===== config.mk =====
export PLATFORM = sky130hd
export DESIGN_NAME = fir_mac_sequencer
export DESIGN_NICKNAME = d
export VERILOG_FILES = /design/src/rtl/fir_mac_sequencer.sv
export SDC_FILE = /design/constraint.sdc
export NUM_CORES = 1
export LEC_CHECK = 0
export ABC_AREA = 1
export ABC_CLOCK_PERIOD_IN_PS = 9300
export CORE_ASPECT_RATIO = 0.9
export CORE_UTILIZATION = 55
export CTS_CLUSTER_DIAMETER = 30
export DETAILED_ROUTE_END_ITERATION = 10
export GPL_ROUTABILITY_DRIVEN = 0
export GPL_TIMING_DRIVEN = 0
export PLACE_DENSITY = 0.89
export SLEW_MARGIN = 0
export SYNTH_ARGS = -nofsm -noshare
export SYNTH_HDL_FRONTEND = slang
export SYNTH_SLANG_ARGS = --single-unit

===== constraint.sdc =====
create_clock -name clk -period 9.3 [get_ports clk]
set_input_delay 2.325 -clock clk [delete_from_list [all_inputs] [get_ports clk]]
set_output_delay 2.325 -clock clk [all_outputs]
set_load 0.05 [all_outputs]

===== src/rtl/fir_mac_sequencer.sv =====
// fir_mac_sequencer: snapshots a tap bus and runs one shared signed MAC per tap, then scales and saturates the sum.
module fir_mac_sequencer #(
   parameter int TOTAL_TAPS   = 9,
   parameter int BITS_PER_TAP = 8,
   parameter int COEFF_BITS   = 8,
   parameter int ACC_BITS     = 20,
   parameter int SHIFT        = 7,
   parameter int OUT_BITS     = 8
) (
   input  logic                               clk,
   input  logic                               rst,
   input  logic                               i_start_calc,
   input  logic [TOTAL_TAPS*BITS_PER_TAP-1:0] i_taps,
   input  logic [TOTAL_TAPS*COEFF_BITS-1:0]   i_coeffs,
   output logic [OUT_BITS-1:0]                o_value,
   output logic                               o_valid,
   output logic                               o_busy,
   output logic                               o_overrun
);
   localparam int IW = TOTAL_TAPS > 1 ? $clog2(TOTAL_TAPS) : 1;
   localparam int PW = BITS_PER_TAP + COEFF_BITS;
   localparam logic signed [ACC_BITS-1:0] OMAX = {{(ACC_BITS-OUT_BITS+1){1'b0}}, {(OUT_BITS-1){1'b1}}};
   localparam logic signed [ACC_BITS-1:0] OMIN = ~OMAX;
   typedef enum logic [1:0] {IDLE, MAC, DONE} state_t;
   state_t state_q, state_d;
   logic [IW-1:0] idx_q, idx_d;
   logic signed [ACC_BITS-1:0] acc_q, acc_d, s;
   logic [TOTAL_TAPS*BITS_PER_TAP-1:0] snap_q, snap_d;
   logic [OUT_BITS-1:0] value_q, value_d;
   logic valid_q, valid_d, busy_q, busy_d, ovr_q, ovr_d;
   logic signed [BITS_PER_TAP-1:0] tap;
   logic signed [COEFF_BITS-1:0] coef;
   logic signed [PW-1:0] prod;
   always_comb begin
      tap = snap_q[idx_q*BITS_PER_TAP +: BITS_PER_TAP];
      coef = i_coeffs[idx_q*COEFF_BITS +: COEFF_BITS];
      prod = tap * coef;
      s = acc_q >>> SHIFT;
      state_d = state_q;
      idx_d = idx_q;
      acc_d = acc_q;
      snap_d = snap_q;
      value_d = value_q;
      valid_d = 1'b0;
      busy_d = busy_q;
      ovr_d = ovr_q | (i_start_calc && state_q != IDLE);
      case (state_q)
         IDLE: if (i_start_calc) begin
            snap_d = i_taps;
            acc_d = '0;
            idx_d = '0;
            busy_d = 1'b1;
            state_d = MAC;
         end
         MAC: begin
            acc_d = acc_q + {{(ACC_BITS-PW){prod[PW-1]}}, prod};
            idx_d = idx_q + 1'b1;
            state_d = idx_q == IW'(TOTAL_TAPS-1) ? DONE : MAC;
         end
         DONE: begin
            value_d = s > OMAX ? OMAX[OUT_BITS-1:0] : s < OMIN ? OMIN[OUT_BITS-1:0] : s[OUT_BITS-1:0];
            valid_d = 1'b1;
            busy_d = 1'b0;
            state_d = IDLE;
         end
         default: state_d = IDLE;
      endcase
   end
   always_ff @(posedge clk) begin
      if (!rst) begin
         state_q <= IDLE;
         idx_q <= '0;
         acc_q <= '0;
         snap_q <= '0;
         value_q <= '0;
         valid_q <= 1'b0;
         busy_q <= 1'b0;
         ovr_q <= 1'b0;
      end else begin
         state_q <= state_d;
         idx_q <= idx_d;
         acc_q <= acc_d;
         snap_q <= snap_d;
         value_q <= value_d;
         valid_q <= valid_d;
         busy_q <= busy_d;
         ovr_q <= ovr_d;
      end
   end
   assign o_value = value_q;
   assign o_valid = valid_q;
   assign o_busy = busy_q;
   assign o_overrun = ovr_q;
endmodule


==> results of run 1 <==
==> per-layer routing <==
layer  global-route usage, %  wire [um]  vias to the layer above
met2                    55.8      12400                      494
met3                    7.86       3060                       72
met4                    10.4        685                        0
li1                        -          -                     4479
met1                    42.1      11200                     4323
met5                       0          0                        -
==> cells in the mapped netlist, types with 9 or more instances <==
master | n | area [sq um]
nor2_1 | 238 | 893
inv_1 | 188 | 706
nand2_1 | 180 | 676
o21ai_0 | 137 | 686
dfxtp_1 | 109 | 2180
a21oi_1 | 77 | 385
fa_1 | 56 | 1120
ha_1 | 51 | 638
o21ai_1 | 33 | 165
nand3_1 | 32 | 160
clkbuf_1 | 26 | 97.6
buf_2 | 16 | 80.1
o221ai_1 | 13 | 114
o21ai_4 | 11 | 179
o221ai_2 | 10 | 150
o211ai_2 | 9 | 113
o22ai_1 | 9 | 56.3
==> logic make-up (layout without fill, tap and decap cells) <==
group / Yosys count / count (layout) / synth area share, %
AOI/OAI and AO/OA: 321 / 321 / 22.3
xor gates and xnor gates: 8 / 8 / 0.771
adders and majority gates: 107 / 107 / 19.4
buffers and inverters: 255 / 428 / 11.8
DFF: 109 / 109 / 24.0
and+or+nand+nor: 484 / 484 / 21.8
==> report_power, final <==
group	internal (mW)	switching, mW
combinational	1.10	1.97
sequential	0.516	0.0329
clock	0.190	0.199
total	1.80	2.20
==> worst max-delay path by stage <==
stage | slack, ns | end | cells after the start
CTS | 0.85 | acc_q[17] | 35
detailed placement | 0.53 | acc_q[17] | 35
global route | 0.32 | acc_q[19] | 36
floorplan | 1.62 | acc_q[14] | 34
global placement | 0.57 | acc_q[17] | 33
finish | 0.79 | acc_q[17] | 35
==> sequential cells by signal, summed over array words and instances (netlist names) <==
name,count
state_q,2
snap_q,72
o_value,8
o_valid,1
o_busy,1
acc_q,20
idx_q,4
o_overrun,1
==> area by class of cell <==
type	instances	area [sq um]
clock inverter	6	63.8
inverter	198	748
multi-input combinational	920	5840
clock buffer	10	229
sequential	109	2180
fill	1280	4920
buffer	57	320
tap	207	259
timing repair buffer	157	1570
==> through the flow <==
| step | util [%] | cells |
|---|---|---|
| after floorplan | - | 1284 |
| after detailed placement | 67.7 | 1648 |
| after global routing | 69.5 | 1664 |
| final | 69.5 | 1664 |
| after CTS | 69.5 | 1664 |
| after global placement | 67.7 | 1648 |
==> worst max-delay path: cells and delay by family <==
kind | cells | cell delay, ns
AO/OA/AOI/OAI | 12 | 1.68
XOR/XNOR | 1 | 0.16
adder cells (fa/ha/maj) | 6 | 2.82
buffers and inverters | 7 | 0.94
AND/OR/NAND/NOR | 9 | 0.87
==> cell usage in the layout, fill, tap and decap left out, drive strengths merged, types with 6 or more instances in the layout <==
cell type      netlist  final
fa                  56     56
o22ai                9      9
a21oi               78     78
nand3               38     38
clkdlybuf4s50        0    157
o21ai              188    188
o211ai               9      9
nand2              185    185
o221ai              23     23
nand4                7      7
inv                197    200
xor2                 8      8
ha                  51     51
buf                 31     31
clkbuf              26     36
or2                  6      6
nor2               240    240
dfxtp              109    109
==> flow_metrics.tcl, run 1 <==
set metrics [dict create \
    hold_path.class "flop to flop" \
    worst_skew_pair.late_latency_ns 0.36 \
    design_area_sq_um 11200 \
    via_count 9368 \
    place_ws_ns 0.534 \
    whs_endpoint "o_overrun" \
    grt_antenna_before_repair 0 \
    r2r_slack_ns 2.32 \
    r2r_start "idx_q[0]" \
    rsz0062_at_grt "no" \
    post-route-period-util_pct 91.5 \
    min_period_ns 8.51 \
    tritoncts "yes" \
    whs_ns 0.462 \
    drv_cap 0 \
    dieArea_sq_um 17000 \
    p_total_mw 4.00 \
    grt_pass1_wl_um 43600 \
    fin_skew_ns 0.0196 \
    cts.sinks 109 \
    p_leak_nw 5.25 \
    io_buffers 157 \
    yosysWarnings 0 \
    drive_above_1_share_pct 7.48 \
    ys_seq_elements 109 \
    grt_pass1_vias 9087 \
    path_clk_slew_ns 0.09 \
    num_rows 44 \
    worstMarginPinSlew_ns 0.670 \
    syn_nets 1538 \
    wl_per_cell_um 16.4 \
    setup_viol 0 \
    slew_violations 0 \
    syn_area_sq_um 9090 \
    grt_start_max_net_pins 21 \
    placed_cell_area_sq_um 10900 \
    drc 0 \
    hold_violations 0 \
    ir_worst_vdd_mv 0.360 \
    grt_overflow 0 \
    slew_headroom_pct 55.4 \
    numCtsBuffers 9 \
    synthArstFlopShare_pct 0 \
    pin_count 158 \
    cts_root_buffer "clkbuf_16" \
    crit_type "input port to flop" \
    status "finished, final reports clean" \
    area_delta_synth_final_pct 23.4 \
    synth_area_per_cell_sq_um 7.08 \
    grt_usage_pct 33.2 \
    ctsHoldBuffers 0 \
    cts-resized-gates 0 \
    arrival_ns 8.81 \
    post_cts.repair.setup_buffers 0 \
    worst_slack_ns 0.790 \
    postRouteAntennaNets 0 \
    crit_fanout 9 \
    avgViaCountPerCell 5.63 \
    min_path_cells 2 \
    hold_start "o_overrun" \
    wl_um 27300 \
    timing.fmax_mhz 118 \
    n_antenna_cell 0 \
    hpwl_um 21600 \
    crit_slowest_cell "fa_1" \
    die_w_um 137 \
    drt_iter0_drc 899 \
    die_h_um 124 \
    worstSetupStartpoint "i_coeffs[23]" \
    crit_path_end_kind "flop" \
    h-tree-depth 3 \
    yosysUniqueCellTypes 50 \
    worstPathRequired_ns 9.60 \
    max_stage_delay_ns 0.55 \
    core-area_sq_um 16100 \
    clockBufferDepth 2 \
    setup_tns_ns 0 \
    ff2ff_path_depth 34 \
    dr.pass1.iters 5 \
    synth_edf_count 0 \
    ys.flop_type "dfxtp_1" \
    ys_seq_area_share_pct 24.0 \
    final_nets 1706 \
    cellPowerDensity_nw_per_um2 357 \
    r2r_end "acc_q[17]" \
    initial_core_util_pct 56.3 \
    start_kind "input port" \
    post_synth_inst_count 1284 \
]
Note: power is estimated with default switching activity, not from simulation.
==> inputs of run 2 (changes only) <==
Settings changed: ABC_CLOCK_PERIOD_IN_PS 9300 to unset, CORE_MARGIN set to 1, CORE_UTILIZATION 55 to 60, DONT_BUFFER_PORTS set to 1, PLACE_DENSITY 0.89 to 0.82.
==> flow_metrics.tcl, run 2 (synthesis gave the netlist of run 1 again) <==
set metrics [dict create \
    status "finished, final reports clean" \
    setup_tns_ns 0 \
    initial_core_util_pct 61.5 \
    crit_slowest_cell "fa_1" \
    wl_um 25600 \
    ff2ff_path_depth 34 \
    crit_fanout 9 \
    worstMarginPinSlew_ns 0.756 \
    dr.pass1.iters 6 \
    postRouteAntennaNets 0 \
    p_leak_nw 4.67 \
    grt_pass1_vias 8126 \
    crit_path_end_kind "flop" \
    tritoncts "yes" \
    drt_iter0_drc 773 \
    grt_antenna_before_repair 2 \
    wl_per_cell_um 17.1 \
    drive_above_1_share_pct 8.46 \
    hold_violations 0 \
    crit_type "input port to flop" \
    grt_usage_pct 33.4 \
    grt_overflow 0 \
    hpwl_um 20200 \
    arrival_ns 8.37 \
    num_rows 42 \
    pin_count 158 \
    p_total_mw 3.96 \
    r2r_end "acc_q[17]" \
    ir_worst_vdd_mv 0.491 \
    cts-resized-gates 0 \
    slew_violations 0 \
    setup_viol 0 \
    largest_reg_flops 72 \
    io_buffers 0 \
    grt_start_max_net_pins 22 \
    worstSetupStartpoint "i_coeffs[55]" \
    min_period_ns 8.12 \
    post-route-period-util_pct 87.3 \
    place_ws_ns 1.00 \
    rsz0062_at_grt "no" \
    drc 0 \
    path_clk_slew_ns 0.08 \
    cts_root_buffer "clkbuf_16" \
    largest-register "snap_q" \
    timing.fmax_mhz 123 \
    worst_skew_pair.late_latency_ns 0.37 \
    ctsHoldBuffers 0 \
    grt_pass1_wl_um 40900 \
    die_w_um 132 \
    hold_path.class "flop to flop" \
    final_nets 1549 \
    final_common_cell "nor2_1" \
    numCtsBuffers 9 \
    n_fill_cell 1307 \
    worst_slack_ns 1.18 \
    slew_headroom_pct 49.6 \
    via_count 8774 \
    r2r_start "idx_q[2]" \
    h-tree-depth 3 \
    crit_end "acc_q[17]" \
    drv_cap 0 \
    core-area_sq_um 14800 \
    fin_util_pct 65.5 \
    start_kind "input port" \
    post_cts.repair.setup_buffers 0 \
    cp_common_cell "nand2_1" \
    r2r_slack_ns 2.12 \
    mostFrequentLayoutCells "238 x nor2_1, 188 x inv_1, 180 x nand2_1" \
    area_delta_synth_final_pct 6.43 \
    worstPathRequired_ns 9.55 \
    cellPowerDensity_nw_per_um2 409 \
    cts.sinks 109 \
    whs_ns 0.475 \
    max_stage_delay_ns 0.56 \
    clockBufferDepth 2 \
    dieArea_sq_um 15600 \
    fin_skew_ns 0.00786 \
    die_h_um 119 \
    avgViaCountPerCell 5.85 \
]
## run 2: changes by cell type in the layout (fill, tap and decap cells not counted), sizes merged
cell | before | now
clkinvlp | 1 | 0
clkdlybuf4s50 | 157 | 0
inv | 200 | 197
bufinv | 0 | 1
clkinv | 3 | 7
clkbuf | 36 | 35
diode | 0 | 1
## run 2: stage by stage
| step | cell area, sq um | cells |
|---|---|---|
| after floorplan | 9090 | 1284 |
| after global placement | 9330 | 1482 |
| after detailed placement | 9330 | 1482 |
| after CTS | 9670 | 1498 |
| after global routing | 9670 | 1499 |
| final | 9670 | 1499 |
## run 2: critical path, delay by kind of cell
kind	cells	cell delay, ns
fa+ha+maj	6	2.86
compound gates	10	1.12
simple gates	10	1.46
xor+xnor	1	0.19
buf+inv	5	0.41
## run 2: cell type report
type	instances	area, sq um	area share [%]
Tap cell	198	248	2.56
Sequential cell	109	2180	22.6
Inverter	198	748	7.74
Multi-Input combinational cell	920	5840	60.3
Clock inverter	7	109	1.13
Buffer	57	320	3.31
Antenna cell	1	2.50	0.0259
Clock buffer	9	225	2.33
## run 2: worst min-delay path by stage
stage	slack, ns	endpoint	startpoint	cells past startpoint
after global placement	0.46	acc_q[4]	acc_q[4]	2
after global routing	0.50	acc_q[5]	acc_q[5]	2
after detailed placement	0.46	acc_q[5]	acc_q[5]	2
after floorplan	0.44	acc_q[2]	acc_q[2]	2
final	0.47	acc_q[6]	acc_q[6]	2
after CTS	0.48	acc_q[5]	acc_q[5]	2
## run 2: metal layers
layer	part of all wire, %	vias to the layer above	GRT usage [%]
li1	-	4162	-
met1	42	4016	45.5
met2	44	512	52.3
met3	12	82	7.81
met4	3.2	2	10.5
met5	0.051	-	0
## run 2: power by group
| part | total (mW) | switching (mW) | internal, mW |
|---|---|---|---|
| Combinational | 2.98 | 1.94 | 1.04 |
| Clock | 0.425 | 0.207 | 0.218 |
| Sequential | 0.551 | 0.0353 | 0.516 |
| Total | 3.96 | 2.19 | 1.77 |
==> inputs of run 3 (changes only) <==
Settings changed: CORE_ASPECT_RATIO 0.9 to 1.1, CORE_UTILIZATION 60 to 50, PLACE_DENSITY 0.82 to 0.71.
==> flow_metrics.tcl, run 3 (synthesis gave the netlist of run 1 again) <==
set metrics [dict create \
    min_path_cells 2 \
    worst_slack_ns 1.24 \
    core-area_sq_um 17700 \
    slew_headroom_pct 50.7 \
    dieArea_sq_um 18700 \
    tritoncts "yes" \
    whs_ns 0.474 \
    cellPowerDensity_nw_per_um2 400 \
    min_period_ns 8.06 \
    final_nets 1549 \
    setup_viol 0 \
    ctsHoldBuffers 0 \
    hold_violations 0 \
    crit_path_end_kind "flop" \
    status "finished, final reports clean" \
    worstMarginPinSlew_ns 0.739 \
    wl_per_cell_um 16.8 \
    drc 0 \
    cts-resized-gates 0 \
    grt_start_max_net_pins 21 \
    p_int_mw 1.75 \
    fin_skew_ns 0.0187 \
    seq_area_sq_um 2180 \
    path_clk_slew_ns 0.08 \
    mostFrequentLayoutCells "238 x nor2_1, 188 x inv_1, 180 x nand2_1" \
    pin_count 158 \
    worstPathRequired_ns 9.54 \
    fin_util_pct 54.6 \
    cp_common_cell "nand2_1" \
    n_fill_cell 1779 \
    sw_frac_of_total_pct 55.0 \
    post-route-period-util_pct 86.7 \
    drv_cap 0 \
    via_count 8452 \
    multi_input_area_sq_um 5840 \
    p_switching_mw 2.13 \
    largest-register "snap_q" \
    setup_tns_ns 0 \
    share_seq_of_total_power_pct 14.2 \
    cts.sinks 109 \
    postRouteAntennaNets 0 \
    grt_overflow 0 \
    p_comb_share_pct 75.5 \
    crit_type "input port to flop" \
    grt_antenna_before_repair 3 \
    avgViaCountPerCell 5.49 \
    max_stage_delay_ns 0.55 \
    io_buffers 0 \
    grt_pass1_vias 8003 \
    slew_violations 0 \
    rsz0062_at_grt "no" \
    start_kind "input port" \
    area_delta_synth_final_pct 6.64 \
    dr.pass1.iters 7 \
    ir_worst_vdd_mv 0.363 \
    wl_um 25900 \
    crit_slowest_cell "fa_1" \
    grt_usage_pct 28.5 \
    initial_core_util_pct 51.2 \
    worst_skew_pair.late_latency_ns 0.37 \
    drt_iter0_drc 733 \
    ff2ff_path_depth 33 \
    grt_pass1_wl_um 40400 \
    die_h_um 143 \
    final_common_cell "nor2_1" \
    drive_above_1_share_pct 8.46 \
    clkPwrFrac_pct 10.3 \
    crit_fanout 8 \
    post_cts.repair.setup_buffers 0 \
    clockBufferDepth 2 \
    cts_root_buffer "clkbuf_16" \
    largest_reg_flops 72 \
    h-tree-depth 3 \
    p_leak_nw 4.65 \
    hold_path.class "flop to flop" \
    arrival_ns 8.30 \
    num_rows 51 \
    timing.fmax_mhz 124 \
    place_ws_ns 0.923 \
    die_w_um 131 \
    numCtsBuffers 9 \
    hpwl_um 20800 \
]
[run 3: layout make-up]
class | instances | share of cell area, %
Tap cell | 238 | 3.07
Buffer | 57 | 3.31
Clock inverter | 6 | 0.633
Multi-Input combinational cell | 920 | 60.2
Inverter | 198 | 7.72
Clock buffer | 10 | 2.47
Antenna cell | 2 | 0.0517
Sequential cell | 109 | 22.5
[run 3: per-layer routing]
| metal | part of all wire (%) | GRT usage, % | vias up |
|---|---|---|---|
| met5 | 0.050 | 0 | - |
| met4 | 2.8 | 10.1 | 2 |
| met3 | 9.7 | 7.04 | 63 |
| met2 | 45 | 46.3 | 348 |
| met1 | 43 | 36.7 | 3877 |
| li1 | - | - | 4162 |
[run 3: path summary, 6_finish.rpt]
kind,startpoint,to,slack [ns]
worst max-delay path,i_coeffs[20],acc_q[17],1.24
worst min-delay path,acc_q[6],acc_q[6],0.47
worst max register to register,idx_q[0],acc_q[17],2.24
worst min register to register,acc_q[6],acc_q[6],0.47
[run 3: power by group through the flow]
stage	Sequential [mW]	Combinational, mW	Clock (mW)
after CTS	0.550	2.92	0.401
final	0.551	2.93	0.400
after global placement	0.560	2.83	0
after global routing	0.557	3.38	0.417
after floorplan	0.549	2.28	0
after detailed placement	0.561	2.88	0
[run 3: worst max-delay path: cells and delay by family]
kind / cells / cell delay [ns]
AO/OA/AOI/OAI: 10 / 1.39
XOR/XNOR: 1 / 0.17
adder cells (fa/ha/maj): 6 / 2.80
buffers and inverters: 6 / 0.37
AND/OR/NAND/NOR: 10 / 1.25
[run 3: metrics by stage]
step                      instances  area [sq um]  total power [mW]
final                          1540          9690              3.88
after global routing           1540          9690              4.35
after global placement         1522          9380              3.39
after floorplan                1284          9090              2.83
after CTS                      1538          9680              3.87
after detailed placement       1522          9380              3.44
